$ cat src/rtl/inst_mem_loader.sv
// Byte-stream to 56-bit word loader: packs 7 bytes big-endian per word
// and issues one write strobe per word at sequential addresses.
module inst_mem_loader #(
  parameter int WORD_WIDTH     = 56,
  parameter int BYTES_PER_WORD = 7,
  parameter int ADDR_WIDTH     = 8
) (
  input  logic                  clk,
  input  logic                  rst,
  input  logic                  start,
  input  logic                  abort,
  input  logic [ADDR_WIDTH-1:0] base_addr,
  input  logic [ADDR_WIDTH:0]   word_count,
  input  logic                  byte_valid,
  input  logic [7:0]            byte_data,
  output logic                  byte_ready,
  output logic                  mem_write,
  output logic [ADDR_WIDTH-1:0] mem_addr,
  output logic [WORD_WIDTH-1:0] mem_data,
  output logic                  busy,
  output logic                  done
);

  localparam int CW = $clog2(BYTES_PER_WORD);
  localparam logic [ADDR_WIDTH:0] MAX_WORDS =
    (ADDR_WIDTH+1)'(1) << ADDR_WIDTH;
  localparam logic [CW-1:0] LAST_IDX = CW'(BYTES_PER_WORD - 1);

  typedef enum logic [1:0] {
    IDLE, COLLECT, WRITE, DONE
  } state_t;

  state_t                state, state_nx;
  logic [CW-1:0]         byte_cnt;
  logic [ADDR_WIDTH-1:0] addr_cnt;
  logic [ADDR_WIDTH:0]   remaining;
  logic [ADDR_WIDTH:0]   count_clamped;
  logic [WORD_WIDTH-1:0] shift;
  logic [WORD_WIDTH-1:0] shift_nx;
  logic                  accept;
  logic                  last_byte;

  assign count_clamped = (word_count > MAX_WORDS) ? MAX_WORDS : word_count;
  assign accept        = byte_valid && byte_ready;
  assign last_byte     = (byte_cnt == LAST_IDX);
  assign shift_nx      = {shift[WORD_WIDTH-9:0], byte_data};

  always_ff @(posedge clk or posedge rst) begin
    if (rst) state <= IDLE;
    else     state <= state_nx;
  end

  always_comb begin
    state_nx = state;
    if (abort) begin
      state_nx = IDLE;
    end else begin
      unique case (state)
        IDLE: begin
          if (start)
            state_nx = (count_clamped == '0) ? DONE : COLLECT;
        end
        COLLECT: begin
          if (accept && last_byte) state_nx = WRITE;
        end
        WRITE: begin
          state_nx = (remaining == (ADDR_WIDTH+1)'(1)) ? DONE : COLLECT;
        end
        DONE:    state_nx = IDLE;
        default: state_nx = IDLE;
      endcase
    end
  end

  always_comb begin
    busy       = 1'b0;
    byte_ready = 1'b0;
    mem_write  = 1'b0;
    done       = 1'b0;
    unique case (state)
      COLLECT: begin
        busy       = 1'b1;
        byte_ready = 1'b1;
      end
      WRITE: begin
        busy      = 1'b1;
        mem_write = 1'b1;
      end
      DONE:    done = 1'b1;
      default: ;
    endcase
  end

  // mem_addr/mem_data load with the completed word so they hold afterwards
  always_ff @(posedge clk or posedge rst) begin
    if (rst) begin
      byte_cnt  <= '0;
      addr_cnt  <= '0;
      remaining <= '0;
      shift     <= '0;
      mem_addr  <= '0;
      mem_data  <= '0;
    end else if (abort) begin
      byte_cnt <= '0;
      shift    <= '0;
    end else begin
      unique case (state)
        IDLE: begin
          if (start) begin
            addr_cnt  <= base_addr;
            remaining <= count_clamped;
            byte_cnt  <= '0;
          end
        end
        COLLECT: begin
          if (accept) begin
            shift <= shift_nx;
            if (last_byte) begin
              byte_cnt <= '0;
              mem_addr <= addr_cnt;
              mem_data <= shift_nx;
            end else begin
              byte_cnt <= byte_cnt + CW'(1);
            end
          end
        end
        WRITE: begin
          addr_cnt  <= addr_cnt + ADDR_WIDTH'(1);
          remaining <= remaining - (ADDR_WIDTH+1)'(1);
          byte_cnt  <= '0;
        end
        default: ;
      endcase
    end
  end

endmodule
$ cat config.mk
export PLATFORM = sky130hd
export DESIGN_NAME = inst_mem_loader
export DESIGN_NICKNAME = d
export VERILOG_FILES = /design/src/rtl/inst_mem_loader.sv
export SDC_FILE = /design/constraint.sdc
export NUM_CORES = 1
export LEC_CHECK = 0
export CORE_MARGIN = 5
export CORE_UTILIZATION = 53
export CTS_CLUSTER_SIZE = 25
export DETAILED_ROUTE_END_ITERATION = 12
export HOLD_SLACK_MARGIN = 0.08
export PLACE_DENSITY = 0.84
export SLEW_MARGIN = 25
export SYNTH_ARGS = -nofsm -noshare
export SYNTH_HDL_FRONTEND = slang
export SYNTH_SLANG_ARGS = --single-unit
$ cat constraint.sdc
create_clock -name clk -period 5.25 [get_ports clk]
set_clock_uncertainty 0.15 [all_clocks]
set_input_delay 1.05 -clock clk [delete_from_list [all_inputs] [get_ports clk]]
set_output_delay 1.05 -clock clk [all_outputs]
set_load 0.005 [all_outputs]
==> metrics.txt <==
status=complete, no violations; Synth Instances=514; Synth-to-Final Area Change=28.2%; Final Cell Area=7300 sq um; final setup vio count=0; Worst Tran Pin Value=around 900 ps; flops & latches, synth=between 100 and 150; Final Power=2.52 mW; Seq/Total Area, Yosys=58.8%; Die Ht=114 um; grt total ovfl=0; core area=10400 sq um; Tmin final=3200 ps; peak supply drop=between 0.0002 and 0.00025 V; max-slew violations=0; switching power share of the total=26.1%; Crit path arrival time=2000 ps; io pins=98; Place WS=1570 ps; Post-Layout Cell Count=753; gr usage total=20.8%; first-pass GRT wire length=21.4 mm; Post-synth EDFFs=0; largest net degree at the start of global routing=between 100 and 150; ys async rst share=100%; crit share post-route=61.0%; Primary FF master, synth=dfrtp_1; via density per instance=5.60; TritonRoute pass-1 iters=4; most common cell after layout, fill and taps aside=dfrtp_1; Cell Chain, Critical Path=inv_1 -> ha_1 -> buf_4 -> clkdlybuf4s50_1; Routed WL=12.8 mm; GPL Wtd Cong=0.846; ranking of synthesized cells by area=dfrtp_1 59%, mux2_2 12%, nand2_1 7.3%, a21oi_1 5.5%, o21ai_0 1.6%; clock net sink count=around 130; number of port buffers=97; Clk pwr share=approximately 43%; setup bufs post-CTS=0; hold_ws=354 ps; critical path peak fanout=25; CTS max path bufs=2; DR iter-0 viols=approximately 310; total negative slack=0 ps; CTS resizes=0; Final HPWL DP=about 8.3 mm; Max Clk Rate=approximately 310 MHz; RSZ-0062 raised after global routing=false; CP Class=flop to primary output; Synth Warn #=0; Synth area leader=dfrtp_1; Num CTS Buffers=17; max-cap viol count=0; Pint=about 1.9 mW; # placed instances=723; Reg power frac=45.6%; nature of the critical path endpoint=primary output; H-tree Lvls=4; via count=4215; n_diodes=0; clock slew at reported path FFs=60 ps; Synth cell types=48; vias in the first global route=4306; reg2reg path depth=7; post-placement cell area=roughly 6800 sq um; Clock Latency Late Sink=520 ps; Hold Vio Cnt, Final=0; Req. time, crit path=4050 ps; initial antenna violation count=0; Site Rows=37; CTS Hold Bufs=0; DRC viols=0; Die ar.=12900 sq um; syn_area_per_cell=11.1 sq um; antenna viol nets, final=0; Cell Area, Synth=5700 sq um; CP max-delay cell=clkdlybuf4s50_1; initial core utilization=54.7%; CP max stage delay=560 ps; Pleak=roughly 3.3 nW; final worst slack=2050 ps; Chip Width=114 um; Root Buffer=clkbuf_8; hold depth=1; crit start category=flop; worst hold path type=flop to flop; combinational share of power=11.6%; Syn Nets=551; PwrDens=345 nW/um^2; TritonCTS clock tree=built; commonest non-fill, non-tap cells in the layout=134 x dfrtp_1, 110 x nand2_1, 96 x clkdlybuf4s50_1, 63 x mux2_2, 63 x a21oi_1; DR WL/cell=17.0 um; Post-layout nets=643; share of cells above drive strength 1=17.3%; Switch Pwr=around 0.66 mW; relative slew slack=39.9%; share of Yosys cell area claimed by the top area cell type=58.8%; Util after Layout=70.1%
flip-flops by register name, indices dropped and copies added (netlist names):
name / count
addr_cnt: 8
byte_cnt: 3
mem_addr: 8
mem_data: 56
remaining: 9
shift: 48
state: 2
cells in the mapped netlist, drive strengths merged, types with 2 or more instances:
cell and n:
a21oi 63, nand4b 3, nor2b 2, a31oi 3, o211ai 2, nand2 111, clkbuf 17, nor2 9
mux2i 2, o22ai 2, o21ai 18, or2b 2, nor3 5, buf 13, a22oi 4, nand4bb 2
nor4 4, or4b 3, inv 9, or4 3, dfrtp 134, mux2 63, ha 7, nand2b 6
nand3 5, a2bb2oi 3
layout make-up:
| cell class | count | area, sq um |
|---|---|---|
| repair buffers | 103 | 1010 |
| multi-input cells | 341 | 2190 |
| inverters | 9 | 38.8 |
| well taps | 136 | 170 |
| clock buffers | 22 | 463 |
| fillers | 763 | 3110 |
| clock inverters | 8 | 76.3 |
| flip-flops and latches | 134 | 3350 |
worst max-delay path, delay by kind of cell (launching register included):
family,cells,cell delay [ps]
fa+ha+maj,1,160
flops,1,410
buf+inv,3,920
power groups by stage:
stage / Sequential, mW / Clock [mW] / Combinational [mW]
finish: 1.15 / 1.08 / 0.294
global route: 1.16 / 1.14 / 0.327
CTS: 1.15 / 1.09 / 0.293
detailed placement: 1.17 / 0 / 0.288
global placement: 1.16 / 0 / 0.278
floorplan: 1.15 / 0 / 0.206
path summary, 6_finish.rpt:
path | from | endpoint | slack (ps)
setup / recovery | state[0] | mem_write | 2050
hold / removal | mem_data[31] | mem_data[31] | 350
setup reg to reg | state[1] | mem_data[47] | 2220
hold reg to reg | mem_data[31] | mem_data[31] | 350
max in group asynchronous | rst | mem_data[2] | 3020
min in group asynchronous | rst | remaining[4] | 930
layer usage:
| metal | vias to the layer above | global-route usage, % | share of wire [%] |
|---|---|---|---|
| met5 | - | 0 | 0 |
| met4 | 0 | 5.37 | 0.91 |
| met3 | 14 | 5.78 | 4.7 |
| met2 | 129 | 33.3 | 49 |
| met1 | 2093 | 28.4 | 45 |
| li1 | 1979 | - | - |
cells by family after synthesis:
logic type               count (synthesis)  share of synthesized area [%]
adder cells (fa/ha/maj)                  7                           1.54
AND/OR/NAND/NOR                        162                           13.3
multiplexers                            65                           12.8
buffers and inverters                   39                           2.79
AO/OA/AOI/OAI                          107                           10.7
flip-flops                             134                           58.8
Power figures use the tool's default switching activity.
